<file path="config.mk">
export PLATFORM = sky130hd
export DESIGN_NAME = poly_tone_engine_flat
export DESIGN_NICKNAME = d
export VERILOG_FILES = /design/src/rtl/poly_tone_engine_pkg.sv /design/src/rtl/poly_tone_engine_if.sv /design/src/rtl/poly_tone_engine_voice.sv /design/src/rtl/poly_tone_engine.sv /design/src/flat_wrapper.sv
export SDC_FILE = /design/constraint.sdc
export NUM_CORES = 1
export LEC_CHECK = 0
export CAP_MARGIN = 5
export CORE_ASPECT_RATIO = 1.75
export CORE_MARGIN = 4
export CORE_UTILIZATION = 60
export CTS_CLUSTER_DIAMETER = 50
export CTS_CLUSTER_SIZE = 8
export DETAILED_ROUTE_END_ITERATION = 8
export PLACE_DENSITY_LB_ADDON = 0.2
export SLEW_MARGIN = 20
export SYNTH_ARGS = -nofsm -noshare
export SYNTH_HDL_FRONTEND = slang
export SYNTH_SLANG_ARGS = --single-unit
</file>
<file path="constraint.sdc">
create_clock -name iClk -period 11.4 [get_ports iClk]
set_input_delay 1.14 -clock iClk [delete_from_list [all_inputs] [get_ports iClk]]
set_output_delay 1.14 -clock iClk [all_outputs]
set_load 0.02 [all_outputs]
</file>
<file path="src/rtl/poly_tone_engine_pkg.sv">
// Shared constants, prefix FSM states and note tables for the polyphonic tone engine.
package piano_pkg;

    localparam logic [7:0]  SCAN_F0   = 8'hF0;
    localparam logic [7:0]  SCAN_E0   = 8'hE0;
    localparam int unsigned NUM_NOTES = 8;
    localparam logic [3:0]  NOTE_NONE = 4'd15;

    typedef enum logic [1:0] {
        ST_IDLE,
        ST_BRK,
        ST_EXT,
        ST_EXT_BRK
    } prefix_state_t;

    // Home-row scan codes mapped to the C4..C5 scale; anything else is silent.
    function automatic logic [3:0] scan_to_note(input logic [7:0] code);
        logic [3:0] note;
        case (code)
            8'h1C:   note = 4'd0;
            8'h1B:   note = 4'd1;
            8'h23:   note = 4'd2;
            8'h2B:   note = 4'd3;
            8'h34:   note = 4'd4;
            8'h33:   note = 4'd5;
            8'h3B:   note = 4'd6;
            8'h42:   note = 4'd7;
            default: note = NOTE_NONE;
        endcase
        return note;
    endfunction

    // Note frequencies in centi-Hz.
    function automatic int unsigned note_freq_chz(input logic [3:0] note);
        int unsigned f;
        case (note)
            4'd0:    f = 26163;
            4'd1:    f = 29366;
            4'd2:    f = 32963;
            4'd3:    f = 34923;
            4'd4:    f = 39200;
            4'd5:    f = 44000;
            4'd6:    f = 49388;
            4'd7:    f = 52325;
            default: f = 26163;
        endcase
        return f;
    endfunction

    // Rounded half-period in clock cycles: clk_hz*100/(2*f_chz).
    function automatic int unsigned half_period(input logic [3:0] note, input int unsigned clk_hz);
        logic [63:0] f;
        logic [63:0] num;
        f   = 64'(note_freq_chz(note));
        num = 64'(clk_hz) * 64'd50 + (f >> 1);
        return 32'(num / f);
    endfunction

endpackage

</file>
<file path="src/rtl/poly_tone_engine_if.sv">
// Scan-code byte stream from the PS/2 receiver: one-cycle valid strobe plus byte.
interface poly_tone_engine_if;

    logic       iValid;
    logic [7:0] iData;

    modport master (output iValid, output iData);
    modport slave  (input  iValid, input  iData);

endinterface

</file>
<file path="src/rtl/poly_tone_engine_voice.sv">
// Single square-wave voice: loadable half-period counter with a toggling level.
module tone_voice
    import piano_pkg::*;
#(
    parameter int unsigned DIV_W = 13
) (
    input  logic             i_clk,
    input  logic             i_rst,
    input  logic             i_load,
    input  logic             i_clear,
    input  logic [3:0]       i_note,
    input  logic [DIV_W-1:0] i_half,
    output logic             o_active,
    output logic             o_level,
    output logic [3:0]       o_note
);

    logic [DIV_W-1:0] r_cnt;
    logic [DIV_W-1:0] r_half;
    logic             r_active;
    logic             r_level;
    logic [3:0]       r_note;
    logic             w_wrap;

    assign w_wrap = (r_cnt == r_half - DIV_W'(1));

    // Load wins over clear and over a wrap on the same edge; clear forces the level low at once.
    always_ff @(posedge i_clk or posedge i_rst) begin
        if (i_rst) begin
            r_cnt    <= '0;
            r_half   <= '0;
            r_active <= 1'b0;
            r_level  <= 1'b0;
            r_note   <= NOTE_NONE;
        end else if (i_load) begin
            r_cnt    <= '0;
            r_half   <= i_half;
            r_active <= 1'b1;
            r_level  <= 1'b0;
            r_note   <= i_note;
        end else if (i_clear) begin
            r_cnt    <= '0;
            r_active <= 1'b0;
            r_level  <= 1'b0;
        end else if (r_active) begin
            if (w_wrap) begin
                r_cnt   <= '0;
                r_level <= ~r_level;
            end else begin
                r_cnt <= r_cnt + DIV_W'(1);
            end
        end
    end

    assign o_active = r_active;
    assign o_level  = r_level;
    assign o_note   = r_note;

endmodule

</file>
<file path="src/rtl/poly_tone_engine.sv">
// Polyphonic buzzer engine: PS/2 make/break decode, voice allocation and PWM mixing.
module poly_tone_engine
    import piano_pkg::*;
#(
    parameter int unsigned NUM_VOICES = 4,
    parameter int unsigned CLK_HZ     = 1000000,
    parameter int unsigned DIV_W      = 13
) (
    input  logic                  iClk,
    input  logic                  iReset,
    poly_tone_engine_if.slave     scan,
    input  logic                  iMute,
    output logic                  oPWM,
    output logic [NUM_VOICES-1:0] oActive,
    output logic [3:0]            oLastNote
);

    localparam int unsigned IW = (NUM_VOICES > 1) ? $clog2(NUM_VOICES) : 1;
    localparam int unsigned CW = $clog2(NUM_VOICES + 1);

    prefix_state_t r_state;
    prefix_state_t w_state_nxt;
    logic          w_make;
    logic          w_break;

    logic [3:0]            w_note;
    logic                  w_known;
    logic [DIV_W-1:0]      w_half;
    logic [DIV_W-1:0]      w_half_tab [NUM_NOTES];
    logic [NUM_VOICES-1:0] w_active;
    logic [NUM_VOICES-1:0] w_level;
    logic [3:0]            w_vnote [NUM_VOICES];
    logic [NUM_VOICES-1:0] w_match;
    logic                  w_hit;
    logic                  w_free_found;
    logic [IW-1:0]         w_free_idx;
    logic                  w_do_make;
    logic [NUM_VOICES-1:0] w_load;
    logic [NUM_VOICES-1:0] w_clear;

    logic [IW-1:0] r_steal;
    logic [3:0]    r_last;
    logic [CW-1:0] r_car;
    logic [CW-1:0] w_sum;
    logic          r_pwm;

    // Half-period table built from constant calls so no divider is synthesised.
    for (genvar gn = 0; gn < NUM_NOTES; gn++) begin : g_half
        assign w_half_tab[gn] = DIV_W'(half_period(4'(gn), CLK_HZ));
    end

    assign w_note  = scan_to_note(scan.iData);
    assign w_known = (w_note != NOTE_NONE);
    assign w_half  = w_half_tab[w_note[2:0]];

    // Prefix FSM state register.
    always_ff @(posedge iClk or posedge iReset) begin
        if (iReset) r_state <= ST_IDLE;
        else        r_state <= w_state_nxt;
    end

    // Prefix FSM next state and make/break event decode.
    always_comb begin
        w_state_nxt = r_state;
        w_make      = 1'b0;
        w_break     = 1'b0;
        if (scan.iValid) begin
            case (r_state)
                ST_IDLE: begin
                    if (scan.iData == SCAN_F0)      w_state_nxt = ST_BRK;
                    else if (scan.iData == SCAN_E0) w_state_nxt = ST_EXT;
                    else                            w_make      = 1'b1;
                end
                ST_BRK: begin
                    w_break     = 1'b1;
                    w_state_nxt = ST_IDLE;
                end
                ST_EXT: begin
                    w_state_nxt = (scan.iData == SCAN_F0) ? ST_EXT_BRK : ST_IDLE;
                end
                ST_EXT_BRK: begin
                    w_state_nxt = ST_IDLE;
                end
                default: w_state_nxt = ST_IDLE;
            endcase
        end
    end

    // Voice allocation: repeat detection, lowest idle voice, else round-robin steal.
    always_comb begin
        w_match      = '0;
        w_free_found = 1'b0;
        w_free_idx   = '0;
        w_load       = '0;
        w_clear      = '0;
        for (int unsigned v = 0; v < NUM_VOICES; v++) begin
            w_match[v] = w_active[v] && (w_vnote[v] == w_note);
            if (!w_active[v] && !w_free_found) begin
                w_free_found = 1'b1;
                w_free_idx   = IW'(v);
            end
        end
        w_hit     = |w_match;
        w_do_make = w_make && w_known && !w_hit;
        if (w_do_make) begin
            if (w_free_found) w_load[w_free_idx] = 1'b1;
            else              w_load[r_steal]    = 1'b1;
        end
        if (w_break && w_known) w_clear = w_match;
    end

    // Steal pointer and last-note register.
    always_ff @(posedge iClk or posedge iReset) begin
        if (iReset) begin
            r_steal <= '0;
            r_last  <= NOTE_NONE;
        end else begin
            if (w_do_make && !w_free_found) begin
                r_steal <= (r_steal == IW'(NUM_VOICES - 1)) ? '0 : r_steal + IW'(1);
            end
            if (w_make && w_known) r_last <= w_note;
        end
    end

    for (genvar gv = 0; gv < NUM_VOICES; gv++) begin : g_voice
        tone_voice #(.DIV_W(DIV_W)) u_voice (
            .i_clk    (iClk),
            .i_rst    (iReset),
            .i_load   (w_load[gv]),
            .i_clear  (w_clear[gv]),
            .i_note   (w_note),
            .i_half   (w_half),
            .o_active (w_active[gv]),
            .o_level  (w_level[gv]),
            .o_note   (w_vnote[gv])
        );
    end

    // Count of voices currently driving high.
    always_comb begin
        w_sum = '0;
        for (int unsigned v = 0; v < NUM_VOICES; v++) begin
            w_sum = w_sum + CW'(w_active[v] & w_level[v]);
        end
    end

    // Time-division carrier and registered PWM output.
    always_ff @(posedge iClk or posedge iReset) begin
        if (iReset) begin
            r_car <= '0;
            r_pwm <= 1'b0;
        end else begin
            r_car <= (r_car == CW'(NUM_VOICES - 1)) ? '0 : r_car + CW'(1);
            r_pwm <= (r_car < w_sum) && !iMute;
        end
    end

    assign oPWM      = r_pwm;
    assign oActive   = w_active;
    assign oLastNote = r_last;

endmodule

</file>
<file path="src/flat_wrapper.sv">
// flat-port wrapper written by rule: the top's interface ports become plain ports
module poly_tone_engine_flat import piano_pkg::*;
#(
    parameter int unsigned NUM_VOICES = 4,
    parameter int unsigned CLK_HZ     = 1000000,
    parameter int unsigned DIV_W      = 13
)
  (iClk, iReset, iMute, oPWM, oActive, oLastNote, scan_iValid, scan_iData);
  poly_tone_engine_if scan_i ();
  input  logic iClk;
  input  logic iReset;
  input  logic iMute;
  output logic oPWM;
  output logic [NUM_VOICES-1:0] oActive;
  output logic [3:0] oLastNote;
  input wire logic [$bits(scan_i.iValid)-1:0] scan_iValid;
  input wire logic [$bits(scan_i.iData)-1:0] scan_iData;
  assign scan_i.iValid = scan_iValid;
  assign scan_i.iData = scan_iData;
  poly_tone_engine #(.NUM_VOICES(NUM_VOICES), .CLK_HZ(CLK_HZ), .DIV_W(DIV_W)) u_core (.iClk(iClk), .iReset(iReset), .scan(scan_i), .iMute(iMute), .oPWM(oPWM), .oActive(oActive), .oLastNote(oLastNote));
endmodule
</file>
**Word-level counts from Yosys, hierarchy flattened**

Memories as Yosys holds them, arrays and structs flattened.
Cells that the tools add are included.

- Reductions and logical operators: 42
- Bitwise gates (word level): 9
- Muxes and demuxes: 69
- Magnitude comparators: 6
- Equal/unequal tests: 25
- Add/sub/neg operators: 13

Operators by type and width:

| cell | count |
|---|---|
| 13-bit 2-to-1 mux | 18 |
| 13-bit by 1-bit adder with 13-bit output, second input constant | 4 |
| 13-bit equality test | 4 |
| 13-bit by 1-bit subtractor with 13-bit output, second input constant | 4 |
| 8-bit by 6-bit equality test with 1-bit output, second input constant | 5 |
| 1-bit 2-to-1 mux | 37 |
| 4-bit case mux with 8 select lines | 1 |
| 3-bit nonzero test | 8 |
| 4-bit equality test | 4 |
| 8-bit by 5-bit equality test with 1-bit output, second input constant | 2 |
| 8-bit equality test, second input constant | 2 |
| 1-bit logical AND | 14 |
| 2-bit 2-to-1 mux | 6 |
| 4-bit 2-to-1 mux | 3 |
| 2-bit AND reduction | 5 |
| 3-bit adder | 3 |
| 8-bit by 7-bit equality test with 1-bit output, second input constant | 1 |
| 1-bit logical NOT | 8 |
| 2-bit nonzero test | 4 |
| 2-bit equality test, second input constant | 3 |
| 2-bit by 3-bit < comparator with 1-bit output, second input constant | 2 |
| 2-bit case mux with 3 select lines | 1 |
| 1-bit bitwise AND | 4 |
| 1-bit demux with 2-bit select | 2 |
| 15 further kinds | 19 |

- Input port bits: 12
- Bits in read-only memories: 104
- Memories: 1
- Word-level logic and storage cells: 190
- Flip-flop bits (word level): 140

Memory list:

| name | words | bits a word | read ports | clocked after memory_dff | wr ports | line | source |
|---|---|---|---|---|---|---|---|
| (no name shown) | 8 | 13 | 1 | 0 | 0 | poly_tone_engine.sv:54 | `assign w_half = w_half_tab[w_note[2:0]];` |

**Depth between registers and ports, before layout**

Gate-level depths: netlist of the first run.

- Depth in word-level cells: 17
- Gate-level depth with buffers: 13
- Mapped depth without buffers: 11

**By module**

A second synthesis of the first run with hierarchy kept.

- Cells, all modules: 894
- Area total of the unflattened synthesis: 8753.4 um^2

Modules (own cells, without submodules):

| module | sequential area each (um^2) | instances | area each (um^2) | cells each |
|---|---|---|---|---|
| tone_voice | 805.8 | 4 | 1810.5 | 179 |
| poly_tone_engine | 305.3 | 1 | 1511.4 | 178 |

**Worst setup path after synthesis of the first run**

No wires, ideal clock.

- Path type: input-to-reg
- From: input scan_iData[2]
- To: register u_core.g_voice[3].u_voice.r_half[1]
- Path buffers: 2
- Arrival time: 3870 ps
- Slack: 7405 ps
- Stages: 9
- Data required time: 11275 ps
- Path through: or4b_1 > nor2_4 > nor4_1 > or4_1 > clkbuf_1 > nand3b_1 > or4_1 > buf_4 > mux2_4

- Longest elaborated chain between the ends: 8
- Elaborated cells between the ends (all ways): 33

Ends and longest elaborated chain:

| item | line | source |
|---|---|---|
| start: declaration | flat_wrapper.sv:17 | `input wire logic [$bits(scan_i.iData)-1:0] scan_iData;` |
| 8-bit by 7-bit equality test with 1-bit output (tied with other cells) | poly_tone_engine_pkg.sv:19 | `case (code)` |
| 4-bit case mux with 8 select lines / 1-bit 2-to-1 mux (equally long branches) | poly_tone_engine_pkg.sv:19, poly_tone_engine.sv:71 |  |
| 4-bit equality test / 1-bit 2-to-1 mux (equally long branches) | poly_tone_engine.sv:97, poly_tone_engine.sv:70 |  |
| 1-bit logical AND / 1-bit 2-to-1 mux (equally long branches) | poly_tone_engine.sv:97, poly_tone_engine.sv:68 |  |
| 4-bit OR reduction / 1-bit 2-to-1 mux (equally long branches) | poly_tone_engine.sv:103, poly_tone_engine.sv:67 |  |
| 1-bit logical NOT / 1-bit logical AND (equally long branches) | poly_tone_engine.sv:104 | `w_do_make = w_make && w_known && !w_hit;` |
| 1-bit logical AND | poly_tone_engine.sv:104 |  |
| 4-bit 2-to-1 mux | poly_tone_engine.sv:105 | `if (w_do_make) begin` |
| end signal: assignment | poly_tone_engine_voice.sv:37 | `r_half <= i_half;` |
| end: declaration | poly_tone_engine_voice.sv:19 | `logic [DIV_W-1:0] r_half;` |

Parallel ways exist; a longest one is shown, timed or not. The select of a mux whose other input is x is not followed.
A chain may end at the register's enable or synchronous reset.

**Worst setup path after layout of the first run**

- From: input scan_iData[4]
- To: register u_core.g_voice[3].u_voice.r_half[1]

The elaborated chain is that of the path after synthesis.

==> impl_results.md, run 1 <==
* Hold EP: u_core.r_car[0]$_DFF_PP0_
* Reg area at 3330 µm²
* Max incr delay on CP at 0.92 ns
* Initial antenna violation count at 0
* Via density at around 6.3
* Most instantiated cells after synthesis: 114 x nand2_1, 112 x dfrtp_1, 73 x o21ai_0
* Cells after synthesis at 990
* Cell area power density at 156 nW/µm²
* Yosys reg bits at about 130
* CTS Hold Buffers Added at 0
* Synthesis-to-layout area growth at 9.76%
* Vias at around 7400
* Die Width at 98.7 µm
* Total Nets Final at ~1000
* Critical path class: input pin to flip-flop
* Critical Path Most Common Cell: or4_1
* Worst EP arrival at ~5.2 ns
* R2R Setup Slk at roughly 7.6 ns
* GRT Total Usage at 26.3%
* Die height at around 170 µm
* Total grt overflow at 0
* R2r startpoint: u_core.g_voice[1].u_voice.r_half[0]$_DFFE_PP0N_
* Num CTS Buffers at 17
* Cell breakdown of the critical path: clkdlybuf4s50_1, or4b_1, nor2_4, nor4_1, or4_1, nand3b_1, or4_1, mux2_4
* Drt first-iter violations at about 380
* Core area at roughly 14000 µm²
* Remaining DRCs at 0
* Static leakage at ~4.0 nW
* Critical Path RT at between 10 and 15 ns
* Clock buffer depth at 2
* # rows at 57
* Period utilization at 42.9%
* Antenna Violating Nets Remaining at 0
* Latest clock arrival within the worst-skew pair at about 0.42 ns
* Final Hold Vio Count at 0
* Post-CTS sizing at 0
* Actual slew at the worst max-slew pin at between 1 and 1.5 ns
* Setup violations, final at 0
* Max rail drop VDD at 116 µV
* Synth Flop Type: dfrtp_1
* Critical Path Source Type: input pin
* Final Skew at ~0.011 ns
* Syn. warnings at 0
* TritonCTS clock tree: built
* Fillers at roughly 1200
* Worst setup EP type: flip-flop
* Pre-CTS setup slack at between 6 and 7 ns
* Layout cells sized above 1 at roughly a tenth
* I/O pin cnt at 21
* Min cycle time layout at just under 5 ns
* Synth area leader: dfrtp_1
* Worst slew margin at between 30% and 40%
* Detailed Route WL at around 21000 µm
* Die ar. at ~16000 µm²
* Clock Sinks at 132
* Hold Path Stages at 1
* Status: finished, final reports clean
* Distinct cells, synth at 82
* Top-area cell type share of the netlist area at between 30 and 40%
* Sequential share of the synthesized area at between 30% and 40%
* Final setup margin at 6.51 ns
* Postcts setup bufs at 0
* Max H-tree Level at 4
* Vias in the first global route at 7253
* Synth Area per Inst at between 8 and 9 µm²
* Worst min-delay path startpoint: u_core.r_car[0]$_DFF_PP0_
* Top-count cell post-synth: nand2_1
* Number of port buffers at 20
* First-pass iteration count of the detailed router at 7
* Largest net degree at the start of global routing at 75
* First-pass GRT wire length at approximately 35000 µm
* Syn_nets at 1024
* Initial core utilization at about three fifths
* Tot Pwr at about 0.0015 W
* Slew Viols, Final at 0
* FF-to-FF path depth at 12
* Max_cap viols at 0
* HP Class: flip-flop to flip-flop
* Post-DR wirelength/cell at roughly 18 µm
* Synth top area cells: dfrtp_1 32%, dfstp_2 6.1%, nand2_1 5.0%
* Setup TNS at 0 ns
* Async SR Flop Fraction at 100%
* Unrepaired setup endpoints after global routing: no
* Number of synthesized flops with an enable pin at 0
* Clock transition at path regs at 0.06 ns
* Multi-input gate area at 4920 µm²
* Root Driver: clkbuf_16
* Crit-path slowest cell: or4_1
* Crit-path max FO at 29
* Fmax at slightly above 200 MHz
* Cell Area, Synth at 8630 µm²
* Antenna cells at 0
* Post-DP HPWL at about 15000 µm
* Final GP Congestion at 0.933
* Reg-to-Reg End: u_core.g_voice[1].u_voice.r_cnt[5]$_DFFE_PP0P_
## layout by cell type (no fill, tap or decap), types with 5 or more instances in the layout
cell	instances
o22ai_1	6
o31a_1	7
nor2b_1	17
and3_1	28
dfstp_2	20
nand3_1	38
clkinv_2	5
clkbuf_16	17
nor2_1	67
nand3b_1	15
o2bb2a_1	6
or2_2	8
clkinvlp_4	5
and2_1	11
nand2_1	114
o21ai_1	15
mux2i_1	15
a31oi_1	11
clkdlybuf4s50_1	20
nor4_1	10
buf_4	5
or3_1	14
dfrtp_1	112
o31ai_2	5
a41oi_1	5
a32oi_1	6
or4_1	9
o21ai_0	73
nand2b_1	13
nor3b_1	12
o211ai_1	8
xnor2_1	34
nor3_1	25
ha_1	21
inv_1	40
a22oi_1	7
and3b_1	6
a21oi_1	42
a211oi_1	11
xor2_1	23
## flip-flops by register name (all words and copies together), names as in the netlist
| register | flops |
|---|---|
| u_core.g_voice.u_voice.o_active | 4 |
| u_core.g_voice.u_voice.o_level | 4 |
| u_core.g_voice.u_voice.o_note | 16 |
| u_core.g_voice.u_voice.r_cnt | 52 |
| u_core.g_voice.u_voice.r_half | 44 |
| u_core.oLastNote | 4 |
| u_core.oPWM | 1 |
| u_core.r_car | 3 |
| u_core.r_state | 2 |
| u_core.r_steal | 2 |
## metrics by stage
step,cells,instance area [µm²],utilization [%],hold WS [ns]
2_1_floorplan,990,8630,-,0.419
3_3_place_gp,1143,8860,63.4,0.448
3_5_place_dp,1143,8860,63.4,0.459
4_1_cts,1175,9460,67.7,0.466
5_1_grt,1175,9470,67.8,0.485
6_report,1175,9470,67.8,0.463
## per-layer routing
layer / GRT usage, % / share of wire (%) / vias up
met5: 0 / 0 / -
met4: 13.9 / 4.1 / 0
met3: 3.47 / 2.4 / 65
met2: 48.1 / 55 / 152
met1: 29.1 / 39 / 3612
li1: - / - / 3575
## critical path, delay by kind of cell
kind,cells,cell delay [ns]
buf+inv,1,0.62
mux,1,0.42
simple gates,6,2.99
## worst max-delay path by stage
stage	cells after the start	from	endpoint
floorplan	1	iReset	u_core.g_voice[0].u_voice.o_active$_DFFE_PP0P_
global placement	8	scan_iData[4]	u_core.g_voice[3].u_voice.r_half[1]$_DFFE_PP0N_
detailed placement	8	scan_iData[4]	u_core.g_voice[3].u_voice.r_half[1]$_DFFE_PP0N_
CTS	8	scan_iData[4]	u_core.g_voice[3].u_voice.r_half[1]$_DFFE_PP0N_
global route	8	scan_iData[4]	u_core.g_voice[3].u_voice.r_half[1]$_DFFE_PP0N_
finish	8	scan_iData[4]	u_core.g_voice[3].u_voice.r_half[1]$_DFFE_PP0N_
## cell families after synthesis
logic type               after synthesis  share of synthesized area, %
AND/OR/NAND/NOR                      414                          25.3
AO/OA/AOI/OAI                        251                          19.6
flip-flops                           132                          38.6
buffers and inverters                 90                          4.54
XOR/XNOR                              57                          5.79
multiplexers                          24                          2.96
adder cells (fa/ha/maj)               22                          3.28
## final cells by class
type / instances / area share, %
clock buffers: 18 / 4.64
clock inverters: 14 / 1.70
inverters: 41 / 1.68
multi-input cells: 768 / 52.0
flip-flops and latches: 132 / 35.1
well taps: 177 / 2.34
repair buffers: 25 / 2.51
## power by group
group | internal (W) | switching [W]
registers | 0.000527 | 0.0000809
logic | 0.000145 | 0.000168
clock network | 0.000347 | 0.000213
(Power assumes the default switching activity.)
==> inputs of run 2 (changes only) <==
Settings changed: CORE_UTILIZATION 60 to 57.
Clock period 11.4 ns to 4.31 ns, I/O delays scaled along.
==> run 2 against run 1 <==
Compared with the run above:
- global-route usage fell by 0.091 points
- die area is 4.9% higher
- hold slack lost 0.011 ns
- final area increased by 1.9%
- critical path type unchanged
- critical endpoint is now u_core.g_voice[2].u_voice.r_half[5]$_DFFE_PP0N_
- largest power group unchanged
==> impl_results.md, run 2 (same netlist as run 1, synthesis figures left out) <==
* Slew Viols, Final at 0
* Number of port buffers at 20
* Crit path from: scan_iData[2]
* Num CTS Buffers at 17
* Via density at 6.13
* Die ar. at between 15000 and 20000 µm²
* Sw frac at between 30% and 40%
* Worst min-delay path startpoint: u_core.r_car[0]$_DFF_PP0_
* Clock Sinks at ~130
* Drt first-iter violations at between 400 and 500
* Max_cap viols at 0
* Core area at 14800 µm²
* Setup violations, final at 0
* Pre-CTS setup slack at ~0.15 ns
* Most common cell after layout, fill and taps aside: nand2_1
* Max incr delay on CP at roughly 0.65 ns
* NetSw at 0.00122 W
* Clock transition at path regs at about 0.060 ns
* Reg area at approximately 3300 µm²
* Unrepaired setup endpoints after global routing: no
* Antenna cells at 0
* Setup TNS at 0 ns
* WP buf/inv at 2
* Total grt overflow at 0
* Number of flip-flops in the largest register at 52
* Static leakage at about 4 nW
* Post-CTS sizing at 0
* First-pass GRT wire length at between 30000 and 40000 µm
* Critical Path RT at around 4.6 ns
* Final GP Congestion at 0.926
* Clk pwr share at 37.7%
* Antenna Violating Nets Remaining at 0
* Root Driver: clkbuf_16
* Postcts setup bufs at 0
* Max H-tree Level at 4
* Most frequent cells in the layout: 114 x nand2_1, 112 x dfrtp_1, 73 x o21ai_0
* Vias in the first global route at ~7500
* Hold Path Stages at 1
* Worst EP arrival at ~4.1 ns
* Detailed Route WL at 21200 µm
* Vias at about 7400
* Initial antenna violation count at 0
* HP Class: flip-flop to flip-flop
* Crit-path max FO at 30
* Post-DP HPWL at roughly 15000 µm
* Remaining DRCs at 0
* Crit-path slowest cell: or4_1
* Fmax at 261 MHz
* Total Nets Final at 1041
* Cell area power density at 407 nW/µm²
* Min cycle time layout at between 3 and 4 ns
* Critical path class: input pin to flip-flop
* Actual slew at the worst max-slew pin at 0.916 ns
* Largest net degree at the start of global routing at between 80 and 90
* Latest clock arrival within the worst-skew pair at between 0.4 and 0.5 ns
* Worst slew margin at 38.7%
* Layout cells sized above 1 at between 10% and 20%
* Comb power frac at a little over a fifth
* Final setup margin at 0.483 ns
* Synthesis-to-layout area growth at 11.9%
* TritonCTS clock tree: built
* I/O pin cnt at 21
* GRT Total Usage at between 20% and 30%
* R2r startpoint: u_core.g_voice[1].u_voice.r_half[0]$_DFFE_PP0N_
* Fillers at about 1200
* CTS Hold Buffers Added at 0
* Multi-input gate area at 4920 µm²
* Largest Register: u_core.g_voice.u_voice.r_cnt
* Die Width at slightly above 100 µm
* WP depth at 11
* Initial core utilization at between 50% and 60%
* Clock buffer depth at 2
* Worst setup EP type: flip-flop
* Final Skew at ~0.013 ns
* Flop pwr share at about 41%
* Delay-heaviest family, CP: simple AND/OR/NAND/NOR gates
* # rows at 59
* Period utilization at between 80 and 90%
* Cell breakdown of the critical path: clkdlybuf4s50_1, and3b_1, o211a_1, or4_1, and3_1, o221ai_1, and2_1, nand2_2, a211oi_4, buf_12, mux2_2
* Final Hold Vio Count at 0
* Tot Pwr at 0.00393 W
* Critical Path Source Type: input pin
* FF-to-FF path depth at 11
* Max rail drop VDD at 256 µV
* First-pass iteration count of the detailed router at 5
* Status: finished, final reports clean
* P_int at between 0.002 and 0.003 W
* Post-DR wirelength/cell at 17.6 µm
* Die height at approximately 170 µm
[run 2: final cells by class]
cell class / instances / area share [%]
well taps: 183 / 2.37
repair buffers: 47 / 4.30
flip-flops and latches: 132 / 34.5
clock inverters: 12 / 1.63
multi-input cells: 768 / 50.9
clock buffers: 20 / 4.63
inverters: 41 / 1.65
[run 2: path summary, 6_finish.rpt]
check | slack, ns | end
max | 0.48 | u_core.g_voice[2].u_voice.r_half[5]$_DFFE_PP0N_
min | 0.45 | u_core.r_car[0]$_DFF_PP0_
max reg2reg | 0.89 | u_core.g_voice[1].u_voice.r_cnt[12]$_DFFE_PP0P_
min reg2reg | 0.45 | u_core.r_car[0]$_DFF_PP0_
max in group asynchronous | 2.88 | u_core.g_voice[2].u_voice.o_note[0]$_DFFE_PP1N_
min in group asynchronous | 0.54 | u_core.oPWM$_DFF_PP0_
[run 2: power groups by stage]
stage          logic [W]  clock network, W  registers [W]
6_report        0.000845           0.00148        0.00160
5_1_grt         0.000957           0.00156        0.00163
4_1_cts         0.000851           0.00151        0.00160
3_5_place_dp    0.000835                 0        0.00162
3_3_place_gp    0.000814                 0        0.00161
2_1_floorplan   0.000682                 0        0.00154
[run 2: metrics by stage]
stage | cell area [µm²] | instances | utilization [%] | hold slack [ns]
final | 9650 | 1203 | 65.1 | 0.453
after global routing | 9650 | 1203 | 65.1 | 0.477
after CTS | 9650 | 1203 | 65.1 | 0.460
after detailed placement | 9050 | 1171 | 61.0 | 0.453
after global placement | 9050 | 1171 | 61.0 | 0.449
after floorplan | 8630 | 990 | - | 0.419
[run 2: metal layers]
metal  global-route usage, %  up-vias  routed length [µm]
li1                        -     3617                   -
met1                    28.9     3547                8320
met2                    47.9      141               11400
met3                    3.35       72                 519
met4                    14.2        0                 896
met5                       0        -                   0
